**src/rtl/dmem_arbiter_pkg.sv**
```systemverilog
// Shared types and constants for the data-memory arbiter and its winner picker.
package dmem_arb_pkg;

  // Access sequencing states
  typedef enum logic [1:0] {
    IDLE  = 2'd0,
    ISSUE = 2'd1,
    WAIT  = 2'd2,
    DONE  = 2'd3
  } arb_state_t;

  // Owner encoding carried on grant_id
  localparam logic GNT_CPU = 1'b0;
  localparam logic GNT_LD  = 1'b1;

endpackage

```
**src/rtl/dmem_arbiter_arb_pick.sv**
```systemverilog
// Combinational two-requester winner selection: fixed CPU priority, except
// that a saturated starvation count lets a waiting loader through.
module arb_pick
  import dmem_arb_pkg::*;
(
  input  logic cpu_req,
  input  logic ld_req,
  input  logic starve_sat,
  output logic win,
  output logic pick
);

  // Decide whether anyone is requesting and who gets the next access
  always_comb begin
    win  = cpu_req | ld_req;
    pick = GNT_CPU;
    if (ld_req && (!cpu_req || starve_sat)) begin
      pick = GNT_LD;
    end else begin
      pick = GNT_CPU;
    end
  end

endmodule

```
**src/rtl/dmem_arbiter.sv**
```systemverilog
// Single-port data memory arbiter between the pipeline MEM stage (CPU) and a
// loader/debug port. One access at a time: IDLE -> ISSUE -> WAIT x MEM_LAT
// -> DONE, with the owner's ack pulsed in DONE.
module dmem_arbiter
  import dmem_arb_pkg::*;
#(
  parameter int AW         = 16,
  parameter int DW         = 16,
  parameter int MEM_LAT    = 1,
  parameter int STARVE_MAX = 4
) (
  input  logic          clk,
  input  logic          rst,
  input  logic          cpu_req,
  input  logic          cpu_we,
  input  logic [AW-1:0] cpu_addr,
  input  logic [DW-1:0] cpu_wdata,
  output logic [DW-1:0] cpu_rdata,
  output logic          cpu_ack,
  output logic          cpu_stall,
  input  logic          ld_req,
  input  logic          ld_we,
  input  logic [AW-1:0] ld_addr,
  input  logic [DW-1:0] ld_wdata,
  output logic [DW-1:0] ld_rdata,
  output logic          ld_ack,
  output logic          mem_en,
  output logic          mem_we,
  output logic [AW-1:0] mem_addr,
  output logic [DW-1:0] mem_wdata,
  input  logic [DW-1:0] mem_rdata,
  output logic          busy,
  output logic          grant_id
);

  localparam int LW = (MEM_LAT > 1) ? $clog2(MEM_LAT) : 1;
  localparam int SW = $clog2(STARVE_MAX + 1);
  localparam logic [LW-1:0] LAT_LAST   = LW'(MEM_LAT - 1);
  localparam logic [LW-1:0] LAT_ONE    = LW'(1'b1);
  localparam logic [SW-1:0] STARVE_TOP = SW'(STARVE_MAX);
  localparam logic [SW-1:0] STARVE_ONE = SW'(1'b1);

  arb_state_t    state_r;
  arb_state_t    state_nx_s;
  logic [LW-1:0] lat_cnt_r;
  logic [SW-1:0] starve_cnt_r;
  logic          cmd_we_r;
  logic [AW-1:0] cmd_addr_r;
  logic [DW-1:0] cmd_wdata_r;
  logic          gnt_r;
  logic [DW-1:0] cpu_rdata_r;
  logic [DW-1:0] ld_rdata_r;
  logic          win_s;
  logic          pick_s;
  logic          starve_sat_s;
  logic          lat_done_s;
  logic          grant_now_s;

  assign starve_sat_s = (starve_cnt_r == STARVE_TOP);
  assign lat_done_s   = (lat_cnt_r == LAT_LAST);
  assign grant_now_s  = (state_r == IDLE) && win_s;

  arb_pick u_pick (
    .cpu_req    (cpu_req),
    .ld_req     (ld_req),
    .starve_sat (starve_sat_s),
    .win        (win_s),
    .pick       (pick_s)
  );

  // State register; reset abandons any in-flight access
  always_ff @(posedge clk or negedge rst) begin
    if (!rst) begin
      state_r <= IDLE;
    end else begin
      state_r <= state_nx_s;
    end
  end

  // Next-state sequencing of one memory access
  always_comb begin
    state_nx_s = state_r;
    case (state_r)
      IDLE:    state_nx_s = win_s ? ISSUE : IDLE;
      ISSUE:   state_nx_s = WAIT;
      WAIT:    state_nx_s = lat_done_s ? DONE : WAIT;
      DONE:    state_nx_s = IDLE;
      default: state_nx_s = IDLE;
    endcase
  end

  // Memory strobe and acks decoded from state; command gated to the ISSUE cycle
  always_comb begin
    mem_en    = 1'b0;
    mem_we    = 1'b0;
    mem_addr  = {AW{1'b0}};
    mem_wdata = {DW{1'b0}};
    cpu_ack   = 1'b0;
    ld_ack    = 1'b0;
    case (state_r)
      ISSUE: begin
        mem_en    = 1'b1;
        mem_we    = cmd_we_r;
        mem_addr  = cmd_addr_r;
        mem_wdata = cmd_wdata_r;
      end
      DONE: begin
        cpu_ack = (gnt_r == GNT_CPU);
        ld_ack  = (gnt_r == GNT_LD);
      end
      default: begin
        mem_en = 1'b0;
      end
    endcase
  end

  // Latch the winner's command and identity when IDLE grants an access
  always_ff @(posedge clk or negedge rst) begin
    if (!rst) begin
      gnt_r       <= GNT_CPU;
      cmd_we_r    <= 1'b0;
      cmd_addr_r  <= {AW{1'b0}};
      cmd_wdata_r <= {DW{1'b0}};
    end else if (grant_now_s) begin
      gnt_r       <= pick_s;
      cmd_we_r    <= (pick_s == GNT_LD) ? ld_we    : cpu_we;
      cmd_addr_r  <= (pick_s == GNT_LD) ? ld_addr  : cpu_addr;
      cmd_wdata_r <= (pick_s == GNT_LD) ? ld_wdata : cpu_wdata;
    end
  end

  // Count contested CPU wins; a loader grant or an uncontested CPU win clears it
  always_ff @(posedge clk or negedge rst) begin
    if (!rst) begin
      starve_cnt_r <= {SW{1'b0}};
    end else if (grant_now_s) begin
      if (pick_s == GNT_LD || !ld_req) begin
        starve_cnt_r <= {SW{1'b0}};
      end else if (!starve_sat_s) begin
        starve_cnt_r <= starve_cnt_r + STARVE_ONE;
      end
    end
  end

  // Memory latency counter: restarts on ISSUE, advances through WAIT
  always_ff @(posedge clk or negedge rst) begin
    if (!rst) begin
      lat_cnt_r <= {LW{1'b0}};
    end else if (state_r == ISSUE) begin
      lat_cnt_r <= {LW{1'b0}};
    end else if (state_r == WAIT && !lat_done_s) begin
      lat_cnt_r <= lat_cnt_r + LAT_ONE;
    end
  end

  // Capture read data for the owner on the last WAIT cycle; writes leave it alone
  always_ff @(posedge clk or negedge rst) begin
    if (!rst) begin
      cpu_rdata_r <= {DW{1'b0}};
      ld_rdata_r  <= {DW{1'b0}};
    end else if (state_r == WAIT && lat_done_s && !cmd_we_r) begin
      if (gnt_r == GNT_LD) begin
        ld_rdata_r <= mem_rdata;
      end else begin
        cpu_rdata_r <= mem_rdata;
      end
    end
  end

  assign cpu_rdata = cpu_rdata_r;
  assign ld_rdata  = ld_rdata_r;
  assign busy      = (state_r != IDLE);
  assign grant_id  = gnt_r;
  assign cpu_stall = rst & cpu_req & ~cpu_ack;

endmodule

```
**config.mk**
```make
export PLATFORM = sky130hd
export DESIGN_NAME = dmem_arbiter
export DESIGN_NICKNAME = d
export VERILOG_FILES = /design/src/rtl/dmem_arbiter_pkg.sv /design/src/rtl/dmem_arbiter_arb_pick.sv /design/src/rtl/dmem_arbiter.sv
export SDC_FILE = /design/constraint.sdc
export NUM_CORES = 1
export LEC_CHECK = 0
export CELL_PAD_IN_SITES_DETAIL_PLACEMENT = 0
export CELL_PAD_IN_SITES_GLOBAL_PLACEMENT = 1
export CORE_UTILIZATION = 32
export DETAILED_ROUTE_END_ITERATION = 10
export PLACE_DENSITY = 0.82
export SLEW_MARGIN = 20
export SYNTH_ARGS = -nofsm -noshare
export SYNTH_HDL_FRONTEND = slang
export SYNTH_SLANG_ARGS = --single-unit
```
**constraint.sdc**
```tcl
create_clock -name clk -period 2.6 [get_ports clk]
set_clock_uncertainty 0.1 [all_clocks]
set_input_delay 0.52 -clock clk [delete_from_list [all_inputs] [get_ports clk]]
set_output_delay 0.52 -clock clk [all_outputs]
set_load 0.05 [all_outputs]
```
==> reports/metrics.yaml, run 1 <==
detailed_routing:
  wirelength_mm: 10.69
  vias: 3172
  routed_via_density: 5.027
  drc_errors: 0
  drtIter0Drc: 131
  wl_per_cell_um: 16.95
  antenna_left: 0
  first_pass_iters: 4
clock_network:
  clk_latency_ns: 0.33
  post_cts_buffers: 0
  cts_root_buf: "clkbuf_16"
  htreeDepth: 3
  ctsLongestPathBuffers: 2
  numCtsBuffers: 9
  clkSlewWorstSetupHoldPaths_ns: 0.06
  clock_sinks: 72
  cts_tree: "yes"
sta:
  final_max_slew_viol_count: 0
  maxSlewHeadroom_pct: 38.78
  period_needed_ns: 2.464
  rsz0062_at_grt: "no"
  fmax_mhz: 405.9
  tightestPinTransition_ns: 0.9184
  fin_tns_setup_ns: 0
  final.setup.worst_slack_ns: 0.1362
  fin_crit_sh_pct: 94.76
  setup_violations: 0
  hold_violations: 0
power:
  p_leak_nw: 2.569
  p_int_mw: 4.441
  ir_drop_mv: 0.7643
  p_switching_mw: 3.539
  netSwitchingFraction_pct: 44.35
  cellPowerDensity_mw_per_mm2: 1323
  pwr-share-clk_pct: 16.7
  p_seq_share_pct: 24.6
  combPwrFrac_pct: 58.7
worst_hold_path:
  min_path_type: "reg -> reg"
  min-delay-start: "cmd_addr_r[15]"
worst_setup_path:
  cp-startpoint: "state_r[0]"
  cp.required_ns: 1.98
  crit_path_start_kind: "flip-flop"
  cp_max_fo: 3
  worstSetupEndpointType: "output port"
  regToRegStartpoint: "state_r[0]"
  crit_arrival_ns: 1.84
  critPathKind: "reg -> out"
floorplan:
  die_x_um: 108.7
  core_area_sq_mm: 0.01098
  die-area_sq_mm: 0.01182
  fp.dieH_um: 108.7
  num_rows: 38
  io_pins: 157
  initial_core_util_pct: 33.17
yosys:
  syn-num-nets: 424
  ys.warnings.count: 0
  synth_area_sq_mm: 0.003643
  synth_seq_area_share_pct: 49.45
  ys_seq_elements: 72
  synthCells: 332
  synth_area_per_cell_sq_um: 10.97
  synth_cell_types: 30
place:
  placed_area_sq_mm: 0.005700
  dp_slack_ns: 0.3476
  place_hpwl_mm: 7.592
  routabilityCongestion: 0.7439
  io_buffers: 156
layout:
  nets: 578
  stdcell_area_sq_mm: 0.006032
  drive_gt1_share_pct: 26.68
  area_delta_synth_final_pct: 65.56
  n_antenna_cell: 0
outcome:
  status: "complete, no violations"
global_routing:
  grt_max_degree: 72
  grt_pass1_wl_mm: 16.66
  gr-total-overflow: 0
  antenna_found_initial: 0
  track_usage_pct: 18.53
  grt_pass1_vias: 3310
flow_run:
  cap_viol_max_count: 0
[sequential cells by signal, indices dropped and copies added (netlist names)]
signal        count
grant_id          1
state_r           2
cmd_we_r          1
starve_cnt_r      3
lat_cnt_r         1
cmd_wdata_r      16
cpu_rdata        16
ld_rdata         16
cmd_addr_r       16
[layout make-up]
type / count / area, sq um
Tap cell: 140 / 175.2
Clock inverter: 6 / 90.09
Sequential cell: 72 / 1802
Timing Repair Buffer: 171 / 2037
Inverter: 5 / 18.77
Multi-Input combinational cell: 227 / 1680
Fill cell: 955 / 4951
Clock buffer: 10 / 229.0
[stage by stage]
step | power, mW | hold slack [ns] | cells | util, %
3_5_place_dp | 6.709 | 0.2283 | 614 | 51.90
3_3_place_gp | 6.605 | 0.2311 | 614 | 51.90
2_1_floorplan | 4.822 | 0.1244 | 332 | -
4_1_cts | 8.073 | 0.3845 | 631 | 54.90
6_report | 7.980 | 0.3791 | 631 | 54.92
5_1_grt | 8.379 | 0.4089 | 631 | 54.92
[placed cells by master, fill, tap and decap left out, types with 4 or more instances in the layout]
cell and instances:
buf_12 36, mux2_1 4, inv_1 5, clkbuf_16 9, and2_1 34, ha_1 5, o211ai_2 30, clkdlybuf4s50_1 118
nand2_1 69, nand4_1 33, mux2_2 28, dfrtp_1 72, buf_4 15
[metal layers]
layer	track usage, %	wire length, um
met1	22.91	4561
met2	30.70	5112
met3	5.499	808
met4	6.371	211
met5	0	0
[worst max-delay path, stage by stage (launching register included)]
cell and delay, ns:
dfrtp_1 0.39, ha_1 0.19, and2_1 0.13, clkdlybuf4s50_1 0.80
[Yosys cell counts, drive strengths merged]
library cell / number / area [sq um]
dfrtp: 72 / 1802
nand2: 69 / 259.0
and2: 35 / 221.5
nand4: 33 / 206.5
o211ai: 33 / 397.9
mux2: 32 / 360.3
clkbuf: 19 / 71.32
buf: 9 / 81.32
ha: 6 / 75.07
inv: 5 / 18.77
nor2: 3 / 11.26
o21ai: 3 / 18.77
a21oi: 2 / 10.01
nor3b: 2 / 26.28
a21bo: 1 / 10.01
a22o: 1 / 8.760
a31o: 1 / 8.760
a32o: 1 / 10.01
and3b: 1 / 8.760
nand2b: 1 / 13.76
nor2b: 1 / 6.260
nor3: 1 / 10.01
o21a: 1 / 7.510
[cell families (layout without fill, tap and decap cells)]
logic type	count (synthesis)	after routing	synth area share, %
fa+ha+maj	6	6	2.060
simple gates	146	146	20.95
flops	72	72	49.45
buf+inv	33	192	4.705
compound gates	43	43	12.95
mux	32	32	9.890
[final timing paths]
kind | slack (ns) | end | cells past startpoint
worst min-delay path | 0.38 | cmd_addr_r[15] | 2
min in group asynchronous | 0.46 | state_r[1] | 2
worst max register to register | 0.74 | ld_rdata[2] | 6
worst max-delay path | 0.14 | ld_ack | 3
max in group asynchronous | 0.85 | cmd_addr_r[5] | 3
worst min register to register | 0.38 | cmd_addr_r[15] | 2
[power groups by stage]
stage	clock network (mW)	registers, mW	logic [mW]
finish	1.33	1.96	4.68
global route	1.41	2.03	4.94
CTS	1.37	1.97	4.74
detailed placement	0	1.98	4.73
global placement	0	1.96	4.65
floorplan	0	2.84	1.99
[timing repair]
| action | in CTS | in global routing |
|---|---|---|
| endpoints found under the setup margin | 0 | 1 |
| hold endpoints to repair | 1 | 0 |
| gates resized for setup | 0 | 1 |
| hold buffers | 1 | 0 |
Power figures use the tool's default switching activity.
==> run 2: changes to the inputs <==
PLACE_DENSITY = not set   (was 0.82)
PLACE_DENSITY_LB_ADDON = 0.1   (was not set)
==> run 2 against run 1 <==
Net effect:
- clock power up 8%
- first-iteration DRC count down 17%
- critical path depth down 1
- clock-buffer cell count unchanged
- largest cell class unchanged
- register-to-register slack worse by 0.17 ns
- critical path type unchanged
- sequential power about the same
- power up 0.69%
- flip-flop and latch count unchanged
==> reports/metrics.yaml, run 2 (synthesis gave the netlist of run 1 again) <==
power:
  p_leak_nw: 2.577  # +0.32%
  ir_drop_mv: 0.7733  # +1.2%
  combPwrFrac_pct: 57.7  # -1.0 points
  pwr-share-clk_pct: 17.9  # +1.2 points
  p_seq_share_pct: 24.4  # -0.2 points
  p_int_mw: 4.519  # +1.8%
  cellPowerDensity_mw_per_mm2: 1327  # +0.27%
  netSwitchingFraction_pct: 43.76  # -0.59 points
  p_switching_mw: 3.516  # -0.65%
  total_power_mw: 8.035  # +0.69%
detailed_routing:
  wl_per_cell_um: 16.66  # -1.7%
  vias: 3125  # -1.5%
  routed_via_density: 4.952  # -1.5%
  first_pass_iters: 5  # +1
  drtIter0Drc: 109  # -17%
  drc_errors: 0  # unchanged
  wirelength_mm: 10.51  # -1.7%
  antenna_left: 0  # unchanged
sta:
  hold_violations: 0  # unchanged
  fin_crit_sh_pct: 93.96  # -0.81 points
  final_max_slew_viol_count: 0  # unchanged
  tightestPinTransition_ns: 0.9259  # +0.007534 ns
  setup_violations: 0  # unchanged
  fin_tns_setup_ns: 0  # unchanged
  maxSlewHeadroom_pct: 38.27  # -0.50 points
  rsz0062_at_grt: "no"
  final.setup.worst_slack_ns: 0.1571  # +0.02097 ns
  period_needed_ns: 2.443  # -0.02097 ns
  fmax_mhz: 409.4  # +0.86%
  whs_ns: 0.3740  # -0.005077 ns
floorplan:
  fp.dieH_um: 108.7  # unchanged
  die_x_um: 108.7  # unchanged
  num_rows: 38  # unchanged
  io_pins: 157  # unchanged
  core_area_sq_mm: 0.01098  # unchanged
  initial_core_util_pct: 33.17  # unchanged
  die-area_sq_mm: 0.01182  # unchanged
place:
  placed_area_sq_mm: 0.005700  # unchanged
  dp_cells: 614  # unchanged
  place_hpwl_mm: 7.256  # -4.4%
  routabilityCongestion: 0.7492  # +0.71%
  dp_slack_ns: 0.3796  # +0.03194 ns
  io_buffers: 156  # unchanged
clock_network:
  clock_sinks: 72  # unchanged
  cts_root_buf: "clkbuf_16"
  post_cts_buffers: 0  # unchanged
  htreeDepth: 3  # unchanged
  clkSlewWorstSetupHoldPaths_ns: 0.06  # about the same
  numCtsBuffers: 9  # unchanged
  cts_tree: "yes"
  ctsLongestPathBuffers: 2  # unchanged
  clk_latency_ns: 0.33  # about the same
worst_hold_path:
  min_path_type: "reg -> reg"
layout:
  fillers: 961  # +0.63%
  post-route-util_pct: 55.15  # +0.23 points
  final_common_cell: "clkdlybuf4s50_1"
  instances_no_fill: 631  # unchanged
  area_delta_synth_final_pct: 66.24
  seqCellArea_sq_mm: 0.001802  # unchanged
  n_antenna_cell: 0  # unchanged
  multiInputGateArea_sq_mm: 0.001680  # unchanged
  stdcell_area_sq_mm: 0.006057  # +0.41%
  drive_gt1_share_pct: 26.68  # unchanged
  layout_common_cells: "clkdlybuf4s50_1 (118), dfrtp_1 (72), nand2_1 (69)"
  nets: 578  # unchanged
worst_setup_path:
  worstSetupEndpointType: "output port"
  critPathKind: "reg -> out"
  crit_arrival_ns: 1.82  # -0.02 ns
  crit_path_start_kind: "flip-flop"
  cp_max_fo: 6  # +3
  cp.required_ns: 1.98  # about the same
global_routing:
  grt_pass1_wl_mm: 17.04  # +2.3%
  grt_max_degree: 72  # unchanged
  track_usage_pct: 19.09  # +0.56 points
  grt_pass1_vias: 3285  # -0.76%
  antenna_found_initial: 0  # unchanged
  gr-total-overflow: 0  # unchanged
outcome:
  status: "complete, no violations"
flow_run:
  cap_viol_max_count: 0  # unchanged
-- run 2: final timing paths --
check	startpoint	to	slack, ns	depth (start not counted)
worst max register to register	state_r[0]	starve_cnt_r[0]	0.57	6
worst min-delay path	cmd_addr_r[3]	cmd_addr_r[3]	0.37	2
worst min register to register	cmd_addr_r[3]	cmd_addr_r[3]	0.37	2
max in group asynchronous	rst	cpu_rdata[12]	0.87	3
worst max-delay path	grant_id	ld_ack	0.16	2
min in group asynchronous	rst	ld_rdata[4]	0.43	2
-- run 2: layout make-up --
cell class / count / area share, %
clock inverter: 6 / 1.900
tap: 140 / 2.892
clock buffer: 10 / 3.780
sequential: 72 / 29.75
inverter: 5 / 0.3099
timing repair buffer: 171 / 33.63
multi-input combinational: 227 / 27.74
-- run 2: power by group through the flow --
stage | clock network (mW) | registers [mW] | logic (mW)
2_1_floorplan | 0 | 2.84 | 1.99
3_3_place_gp | 0 | 1.95 | 4.65
3_5_place_dp | 0 | 1.98 | 4.68
4_1_cts | 1.48 | 1.96 | 4.69
5_1_grt | 1.52 | 2.04 | 4.93
6_report | 1.44 | 1.96 | 4.64
-- run 2: worst max-delay path: stages (launching register included) --
cell and delay, ns:
dfrtp_1 0.51, and2_1 0.18, clkdlybuf4s50_1 0.80
-- run 2: per-layer routing --
layer / up-vias / routed length (um) / part of all wire [%] / track usage, %
met4: 0 / 195 / 1.9 / 6.564
met3: 15 / 716 / 6.8 / 4.961
met1: 1525 / 4614 / 44 / 24.69
met2: 111 / 4986 / 47 / 30.88
li1: 1474 / - / - / -
met5: - / 0 / 0 / 0
-- run 2: timing repair --
| item | CTS | global route |
|---|---|---|
| resized for setup | 0 | 1 |
| hold buffers | 1 | 0 |
| endpoints found under the setup margin | 0 | 1 |
| endpoints found under the hold margin | 1 | 0 |
